File: src/rtl/async_pkg.sv
// Shared definitions for the async request arbiter: channel states and a
// constant-width helper.
package async_pkg;

    typedef enum logic [1:0] {
        StIdle = 2'd0,
        StPend = 2'd1,
        StSent = 2'd2,
        StAck  = 2'd3
    } chan_state_e;

    function automatic int unsigned clog2(input int unsigned n);
        int unsigned r;
        r = 0;
        for (int i = 0; i < 32; i++) begin
            if ((32'd1 << i) < n) begin
                r = i + 1;
            end
        end
        return r;
    endfunction

endpackage

File: src/rtl/async_chan_sync.sv
// One asynchronous 4-phase producer: synchronizer, rise detector, hold register
// and the IDLE/PEND/SENT/ACK handshake sequencer.
module async_chan_sync
    import async_pkg::*;
#(
    parameter int unsigned DATA_WIDTH = 8,
    parameter int unsigned SYNC_STAGE = 2
) (
    input  logic                  clock,
    input  logic                  reset,
    input  logic                  req_i,
    input  logic [DATA_WIDTH-1:0] data_i,
    input  logic                  grant_i,
    input  logic                  accepted_i,
    output logic                  pend_o,
    output logic [DATA_WIDTH-1:0] hold_d_o,
    output logic                  ack_o
);

    logic                  req_s;
    logic [DATA_WIDTH-1:0] data_s;

    // Data rides the same flops as req so it is settled whenever req_s is.
    if (SYNC_STAGE == 0) begin : g_direct
        assign req_s  = req_i;
        assign data_s = data_i;
    end else begin : g_sync
        logic [DATA_WIDTH:0] sync_q [SYNC_STAGE];

        always_ff @(posedge clock) begin
            if (reset) begin
                for (int i = 0; i < SYNC_STAGE; i++) begin
                    sync_q[i] <= '0;
                end
            end else begin
                sync_q[0] <= {req_i, data_i};
                for (int i = 1; i < SYNC_STAGE; i++) begin
                    sync_q[i] <= sync_q[i-1];
                end
            end
        end

        assign {req_s, data_s} = sync_q[SYNC_STAGE-1];
    end

    chan_state_e           state_q, state_d;
    logic [DATA_WIDTH-1:0] hold_q, hold_d;
    logic                  req_dd_q;
    logic                  rise;

    assign rise = req_s & ~req_dd_q;

    always_ff @(posedge clock) begin
        if (reset) begin
            state_q  <= StIdle;
            hold_q   <= '0;
            req_dd_q <= 1'b0;
        end else begin
            state_q  <= state_d;
            hold_q   <= hold_d;
            req_dd_q <= req_s;
        end
    end

    always_comb begin
        state_d = state_q;
        hold_d  = hold_q;
        unique case (state_q)
            StIdle: begin
                if (rise) begin
                    state_d = StPend;
                    hold_d  = data_s;
                end
            end
            StPend: if (grant_i)    state_d = StSent;
            StSent: if (accepted_i) state_d = StAck;
            // Release ack only once the producer's req drop has crossed over.
            StAck:  if (!req_dd_q)  state_d = StIdle;
            default: state_d = StIdle;
        endcase
    end

    assign pend_o   = (state_q == StPend);
    assign ack_o    = (state_q == StAck);
    assign hold_d_o = hold_q;

endmodule

File: src/rtl/async_req_arbiter.sv
// Merges NUM_CH asynchronous 4-phase producers into one valid/ready stream,
// round-robin, tagging each word with its source channel.
module async_req_arbiter
    import async_pkg::*;
#(
    parameter int unsigned NUM_CH     = 4,
    parameter int unsigned DATA_WIDTH = 8,
    parameter int unsigned SYNC_STAGE = 2,
    parameter int unsigned ID_WIDTH   = clog2(NUM_CH)
) (
    input  logic                         clock,
    input  logic                         reset,
    input  logic [NUM_CH-1:0]            async_req,
    output logic [NUM_CH-1:0]            async_ack,
    input  logic [NUM_CH*DATA_WIDTH-1:0] async_d,
    output logic                         sync_valid,
    input  logic                         sync_ready,
    output logic [DATA_WIDTH-1:0]        sync_d,
    output logic [ID_WIDTH-1:0]          sync_id
);

    logic [NUM_CH-1:0]                 pend;
    logic [NUM_CH-1:0]                 grant;
    logic [NUM_CH-1:0]                 accepted;
    logic [NUM_CH-1:0][DATA_WIDTH-1:0] hold_d;

    for (genvar i = 0; i < NUM_CH; i++) begin : g_chan
        async_chan_sync #(
            .DATA_WIDTH (DATA_WIDTH),
            .SYNC_STAGE (SYNC_STAGE)
        ) u_chan (
            .clock      (clock),
            .reset      (reset),
            .req_i      (async_req[i]),
            .data_i     (async_d[i*DATA_WIDTH +: DATA_WIDTH]),
            .grant_i    (grant[i]),
            .accepted_i (accepted[i]),
            .pend_o     (pend[i]),
            .hold_d_o   (hold_d[i]),
            .ack_o      (async_ack[i])
        );
    end

    logic                  valid_q, valid_d;
    logic [DATA_WIDTH-1:0] d_q, d_d;
    logic [ID_WIDTH-1:0]   id_q, id_d;
    logic [ID_WIDTH-1:0]   rr_q, rr_d;
    logic                  out_free;
    logic                  gnt_any;
    logic [ID_WIDTH-1:0]   gnt_idx;

    assign out_free = ~valid_q | sync_ready;

    always_comb begin
        for (int i = 0; i < NUM_CH; i++) begin
            accepted[i] = valid_q & sync_ready & (id_q == ID_WIDTH'(i));
        end
    end

    // First pending channel at or after rr_q, wrapping.
    always_comb begin
        int idx;
        gnt_any = 1'b0;
        gnt_idx = '0;
        grant   = '0;
        for (int off = 0; off < NUM_CH; off++) begin
            idx = int'(rr_q) + off;
            if (idx >= NUM_CH) begin
                idx = idx - NUM_CH;
            end
            if (!gnt_any && pend[idx]) begin
                gnt_any = 1'b1;
                gnt_idx = ID_WIDTH'(idx);
            end
        end
        if (out_free && gnt_any) begin
            grant[gnt_idx] = 1'b1;
        end
    end

    always_comb begin
        valid_d = valid_q;
        d_d     = d_q;
        id_d    = id_q;
        rr_d    = rr_q;
        if (out_free) begin
            valid_d = gnt_any;
            if (gnt_any) begin
                d_d  = hold_d[gnt_idx];
                id_d = gnt_idx;
                rr_d = (gnt_idx == ID_WIDTH'(NUM_CH - 1)) ? '0 : gnt_idx + 1'b1;
            end
        end
    end

    always_ff @(posedge clock) begin
        if (reset) begin
            valid_q <= 1'b0;
            d_q     <= '0;
            id_q    <= '0;
            rr_q    <= '0;
        end else begin
            valid_q <= valid_d;
            d_q     <= d_d;
            id_q    <= id_d;
            rr_q    <= rr_d;
        end
    end

    assign sync_valid = valid_q;
    assign sync_d     = d_q;
    assign sync_id    = id_q;

endmodule

File: config.mk
export PLATFORM = sky130hd
export DESIGN_NAME = async_req_arbiter
export DESIGN_NICKNAME = d
export VERILOG_FILES = /design/src/rtl/async_pkg.sv /design/src/rtl/async_chan_sync.sv /design/src/rtl/async_req_arbiter.sv
export SDC_FILE = /design/constraint.sdc
export NUM_CORES = 1
export LEC_CHECK = 0
export BUFFER_PORTS_ARGS = -buffer_cell sky130_fd_sc_hd__buf_2
export CELL_PAD_IN_SITES_DETAIL_PLACEMENT = 1
export CELL_PAD_IN_SITES_GLOBAL_PLACEMENT = 2
export CORE_MARGIN = 3
export CORE_UTILIZATION = 40
export CTS_CLUSTER_DIAMETER = 80
export DETAILED_ROUTE_END_ITERATION = 10
export GPL_TIMING_DRIVEN = 1
export PLACE_DENSITY = 0.84
export SYNTH_ARGS = -nofsm -noshare
export SYNTH_HDL_FRONTEND = slang
export SYNTH_SLANG_ARGS = --single-unit
File: constraint.sdc
create_clock -name clock -period 6.15 [get_ports clock]
set_input_delay 1.23 -clock clock [delete_from_list [all_inputs] [get_ports clock]]
set_output_delay 1.23 -clock clock [all_outputs]
set_load 0.005 [all_outputs]
==> Word level (Yosys, flattened, before mapping) <==
Memories as Yosys holds them, arrays and structs flattened.
Cells that the tools add are included.
{ "op_classes": {"reduce_logical": 22, "eq_ne": 32, "add_sub_neg": 8, "order_cmp": 10, "bitwise_logic": 23, "mux": 61} }
{ "op_table": {"columns": ["op", "n"], "rows": [
  ["$lt 32x4->1 const B", 4],
  ["$mux 32", 4],
  ["$mux 9", 8],
  ["$mux 2", 21],
  ["$pmux 2 s4", 4],
  ["$eq 2x2->1 const B", 11],
  ["$bmux 8 s2", 1],
  ["$mux 1", 16],
  ["$ne 2x1->1 const B", 8],
  ["$ne 2x2->1 const B", 8],
  ["$reduce_and 4->1", 4],
  ["$sub 3x3->4 const B", 3],
  ["$eq 2x1->1 const B", 5],
  ["$logic_not 2->1", 5],
  ["$reduce_and 2->1", 5],
  ["$and 1x1->1", 9],
  ["$ge 3x3->1 const B", 3],
  ["$or 1x1->1", 9],
  ["$bmux 1 s2", 4],
  ["$mux 8", 1],
  ["$add 2x2->3 const B", 2],
  ["$logic_and 1x1->1", 5],
  ["$not 1->1", 5],
  ["$mux 4", 1],
  ["other kinds (8)", 10]
]} }
{ "totals": {"ram_bits": 72, "inputBits": 39, "mem_count": 4, "regBits": 57, "output_inout_bits": 15} }
{ "memory_table": {"columns": ["memory", "depth", "width", "read_ports", "rd_clocked_by_memory_dff", "write_ports", "line", "source"], "rows": [
  ["g_chan[0].u_chan.g_sync.sync_q", 2, 9, 2, 0, 2, "async_chan_sync.sv:28", "logic [DATA_WIDTH:0] sync_q [SYNC_STAGE];"],
  ["g_chan[1].u_chan.g_sync.sync_q", 2, 9, 2, 0, 2, "async_chan_sync.sv:28", null],
  ["g_chan[2].u_chan.g_sync.sync_q", 2, 9, 2, 0, 2, "async_chan_sync.sv:28", null],
  ["g_chan[3].u_chan.g_sync.sync_q", 2, 9, 2, 0, 2, "async_chan_sync.sv:28", null]
]} }

==> Longest topological paths before layout <==
{ "depth": {"word_depth": 22, "mapped_depth": 13} }

==> Hierarchy <==
Synthesis repeated with hierarchy kept, for this count alone.
{ "hier_totals": {"cells_unflattened": 438, "hier_area_um2": 4739.5} }
{ "modules_own_cells": {"columns": ["module", "cells_per_inst", "area_per_inst_um2", "seq_area_each_um2", "instances"], "rows": [
  ["async_chan_sync", 85, 964.7, 580.6, 4],
  ["async_req_arbiter", 98, 880.8, 260.2, 1]
]} }

==> Worst setup path after synthesis <==
No wires, ideal clock.
{ "synth_path": {"path_kind": "register to register", "startpoint": "register g_chan[0].u_chan.state_q[1]", "endpoint": "register g_chan[3].u_chan.state_q[0]", "setup_ns": 0.115, "arrival_ns": 2.739, "required_ns": 6.035, "setup_slack_ns": 3.296, "path_buffers": 2, "path_stages_with_launch": 14, "cell_sequence": "dfxtp_1 inv_1 ha_1 or2_1 mux4_2 o21ba_1 o22a_1 buf_6 buf_2 ha_1 inv_1 o21ai_0 and3_1 o21a_1"} }
{ "synth_via": {"elab_chain_len": 21, "word_cells_on_any_way": 36, "classes_between": "2 x order compare; 2 x eq/ne; 23 x mux; 9 x reduce/logical"} }
{ "synth_lines": {"columns": ["item", "line", "source"], "rows": [
  ["start: declaration", "async_chan_sync.sv:46", "chan_state_e state_q, state_d;"],
  ["start signal: assignment", "async_chan_sync.sv:55", "state_q <= StIdle;"],
  ["start signal: assignment", "async_chan_sync.sv:59", "state_q <= state_d;"],
  ["$eq 2x1->1 *", "async_chan_sync.sv:83", "assign pend_o = (state_q == StPend);"],
  ["$bmux 1 s2", "async_req_arbiter.sv:71", "if (!gnt_any && pend[idx]) begin"],
  ["$mux 1 (implied by the code) (2 in a row)", "async_req_arbiter.sv:71", null],
  ["$mux 1", "async_req_arbiter.sv:71", null],
  ["$logic_not 1->1", "async_req_arbiter.sv:71", null],
  ["$logic_and 1x1->1", "async_req_arbiter.sv:71", null],
  ["$mux 1", "async_req_arbiter.sv:71", null],
  ["$logic_not 1->1", "async_req_arbiter.sv:71", null],
  ["(+4 left out)", null, null],
  ["$mux 2", "async_req_arbiter.sv:71", null],
  ["$lt 2x3->1 (implied by the code) / $ge 2x1->1 (equally long branches)", "async_req_arbiter.sv:77", "grant[gnt_idx] = 1'b1;"],
  ["$logic_and 1x1->1 (implied by the code)", "async_req_arbiter.sv:77", null],
  ["$mux 1 (implied by the code)", "async_req_arbiter.sv:77", null],
  ["$demux 1 s2", "async_req_arbiter.sv:77", null],
  ["$mux 4 *", "async_req_arbiter.sv:76", "if (out_free && gnt_any) begin"],
  ["$ne 2x2->1 (no line) *", null, null],
  ["$reduce_and 4->1 (no line) *", null, null],
  ["end signal: assignment", "async_chan_sync.sv:55", null],
  ["end signal: assignment", "async_chan_sync.sv:59", null],
  ["end: declaration", "async_chan_sync.sv:46", null]
]} }
Mark *: on every way between the ends. The rest lies on a longest branch, timed or not. The select of a mux whose other input is x is not followed.
A chain may end at the register's enable or synchronous reset.

==> Worst setup path in the final report <==
{ "layout_path": {"startpoint": "register g_chan[0].u_chan.state_q[1]", "endpoint": "register g_chan[3].u_chan.state_q[1]"} }
The elaborated chain is that of the path after synthesis.

==> flow_summary.toml <==
[timing]
rsz0062_at_grt = "false"
final_max_slew_viol_count = 0
max_freq_mhz = 297
period_share = 0.548
setup_viol = 0
worstMarginPinSlew_ns = 0.876
max_slew_margin = 0.415
setup_tns_ns = 0
skew_ns = 0.00615
post-route-min-period_ns = 3.37
hold_viol_final = 0

[pwr]
p_leak_nw = 2.41
power_density_nw_per_um2 = 445
peakVddDrop_mv = 0.212
finalPower_mw = 2.65

[detailed_routing]
first_iter_violations = 157
ant_nets = 0
avgRoutedWirePerCell_um = 14.3
firstDrtPassIters = 6
drc = 0
via_count = 3560
wirelength_um = 10400
viasPerCell = 4.86

[clocking]
cts_tree = "yes"
cts_sinks = 129
clock_latency_ns = 0.41
cts_resized = 0
cts_buffers = 17
postCtsSetupBuffers = 0
clk_pin_slew_ns = 0.05
clock_path_buffers = 2
htreeDepth = 4
root_buffer = "clkbuf_16"
ctsHoldBuffers = 0

[placement]
hpwl_um = 7150
port-buffer-count = 53
gp_congestion = 0.761

[synthesis]
synth_seq_cells = 129
synth.area.top_cells = "dfxtp_1, nor2b_1, ha_1, mux2i_1, nand3_1"
netlist_top_cells_count = "dfxtp_1, nor2b_1, nand2_1"
syn_area_um2 = 5040
yosysUniqueCellTypes = 40
yosysTopAreaCell = "dfxtp_1"
ys_dominant_reg_cell = "dfxtp_1"
yosysTopAreaCellShare = 0.513
syn_inst = 513
synth_fp_nets = 573
ys_warn_count = 0
synth.most_common_cell = "dfxtp_1"
yosysSeqAreaShare = 0.513
synth-edff-count = 0
avgSynthCellArea_um2 = 9.82
synthArstFlopShare = 0

[run_status]
status = "complete, no violations"

[floorplan]
die_h_um = 118
dieArea_um2 = 14000
pin_count = 54
die_x_um = 118
core_area_um2 = 12200
initial_utilization = 0.414
rows = 40

[job]
drv_cap = 0

[cells_and_area]
area_delta_synth_final_pct = 18.2
layout.nets = 613
n_antenna_cell = 0
layout-drive-gt1-share = 0.170

[global_routing]
first_global_vias = 3700
grt_max_degree = 79
grt.total_usage = 0.159
antenna_found_initial = 0
grt_pass1_wl_um = 17600
grt_overflow = 0

[worst_setup_path]
critical_path_arrival_ns = 3.64
crit_slowest_cell = "o22a_1"
path_cells = "inv_1 -> ha_1 -> or2_1 -> mux4_2 -> nor3_1 -> o22a_1 -> ha_1 -> inv_1 -> o21ai_0 -> and3_1 -> o31ai_1"
cp-start-kind = "flip-flop"
end_kind = "flip-flop"
cp.required_ns = 6.42
path_class = "reg -> reg"
path_max_fanout = 21
cp_num_buf_inv = 2
critPathTopFamily = "compound AO/OA/AOI/OAI gates"
slowest_delay_ns = 0.61

[worst_hold_path]
hold_path_class = "reg -> reg"
-- final timing paths --
check / from / to / slack, ns / cells past startpoint
min: g_chan[3].u_chan.g_sync.sync_q[0][4]$_SDFF_PP0_ / g_chan[3].u_chan.g_sync.sync_q[0][13]$_SDFF_PP0_ / 0.43 / 1
min reg2reg: g_chan[3].u_chan.g_sync.sync_q[0][4]$_SDFF_PP0_ / g_chan[3].u_chan.g_sync.sync_q[0][13]$_SDFF_PP0_ / 0.43 / 1
max reg2reg: g_chan[0].u_chan.state_q[1]$_SDFFE_PP0P_ / g_chan[3].u_chan.state_q[1]$_SDFFE_PP0P_ / 2.78 / 11
max: g_chan[0].u_chan.state_q[1]$_SDFFE_PP0P_ / g_chan[3].u_chan.state_q[1]$_SDFFE_PP0P_ / 2.78 / 11
-- flip-flops by register name (all words and copies together) (netlist names) --
signal                       count
g_chan.u_chan.req_dd_q           4
g_chan.u_chan.g_sync.sync_q     72
sync_valid                       1
sync_d                           8
rr_q                             2
g_chan.u_chan.state_q            8
sync_id                          2
g_chan.u_chan.hold_d_o          32
-- placed cells by master, fill, tap and decap left out, types with 2 or more instances in the layout --
| cell | Yosys | layout |
|---|---|---|
| ha_1 | 21 | 21 |
| a31oi_1 | 10 | 10 |
| a211oi_1 | 3 | 2 |
| o22a_1 | 2 | 2 |
| inv_1 | 15 | 15 |
| nor3_1 | 4 | 4 |
| clkbuf_16 | 0 | 17 |
| or2_1 | 2 | 2 |
| o32ai_1 | 2 | 2 |
| nand2b_1 | 14 | 14 |
| o32ai_2 | 2 | 2 |
| nand2_1 | 42 | 42 |
| mux2i_1 | 22 | 22 |
| bufinv_16 | 0 | 2 |
| mux2_2 | 8 | 8 |
| nand4_1 | 2 | 2 |
| or3_1 | 9 | 9 |
| o21bai_1 | 4 | 4 |
| mux4_2 | 3 | 3 |
| o21ai_0 | 7 | 7 |
| nor2b_1 | 85 | 85 |
| clkbuf_8 | 0 | 4 |
| nor2_1 | 14 | 14 |
| nand3_1 | 34 | 34 |
| buf_2 | 6 | 52 |
| clkinv_2 | 0 | 2 |
| clkbuf_1 | 24 | 4 |
| buf_4 | 4 | 4 |
| dfxtp_1 | 129 | 129 |
| or2_0 | 2 | 2 |
| a21oi_1 | 30 | 30 |
-- power by group --
group	leakage (nW)	internal (mW)	switching, mW
sequential	1.06	0.895	0.0573
combinational	1.07	0.282	0.454
clock	0.279	0.633	0.331
-- stage by stage --
stage          area (um2)  hold slack (ns)  cells   util  worst slack (ns)
2_1_floorplan        5040            0.414    513      -              3.30
5_1_grt              5960            0.450    732  0.490              2.55
6_report             5960            0.435    732  0.490              2.78
3_5_place_dp         5380            0.427    702  0.443              2.76
3_3_place_gp         5380            0.422    702  0.443              2.92
4_1_cts              5960            0.441    732  0.490              2.76
-- per-layer routing --
metal,track usage,up-vias,wire length [um]
met5,0,-,0
met4,0.0623,0,152
met3,0.0608,16,428
met2,0.264,60,5150
met1,0.185,1694,4720
li1,-,1790,-
-- kinds of logic after synthesis --
logic type / count (synthesis) / share of synthesized area
adder cells (fa/ha/maj): 21 / 0.0521
AO/OA/AOI/OAI: 67 / 0.0844
flip-flops: 129 / 0.513
multiplexers: 35 / 0.0824
buffers and inverters: 50 / 0.0432
AND/OR/NAND/NOR: 211 / 0.225
-- cell type report --
cell class	count	area, um2
multi-input cells	334	2240
well taps	168	210
inverters	15	56.3
flip-flops and latches	129	2580
repair buffers	56	290
fillers	1380	6210
clock inverters	5	77.6
clock buffers	25	495
Power figures use the tool's default switching activity.
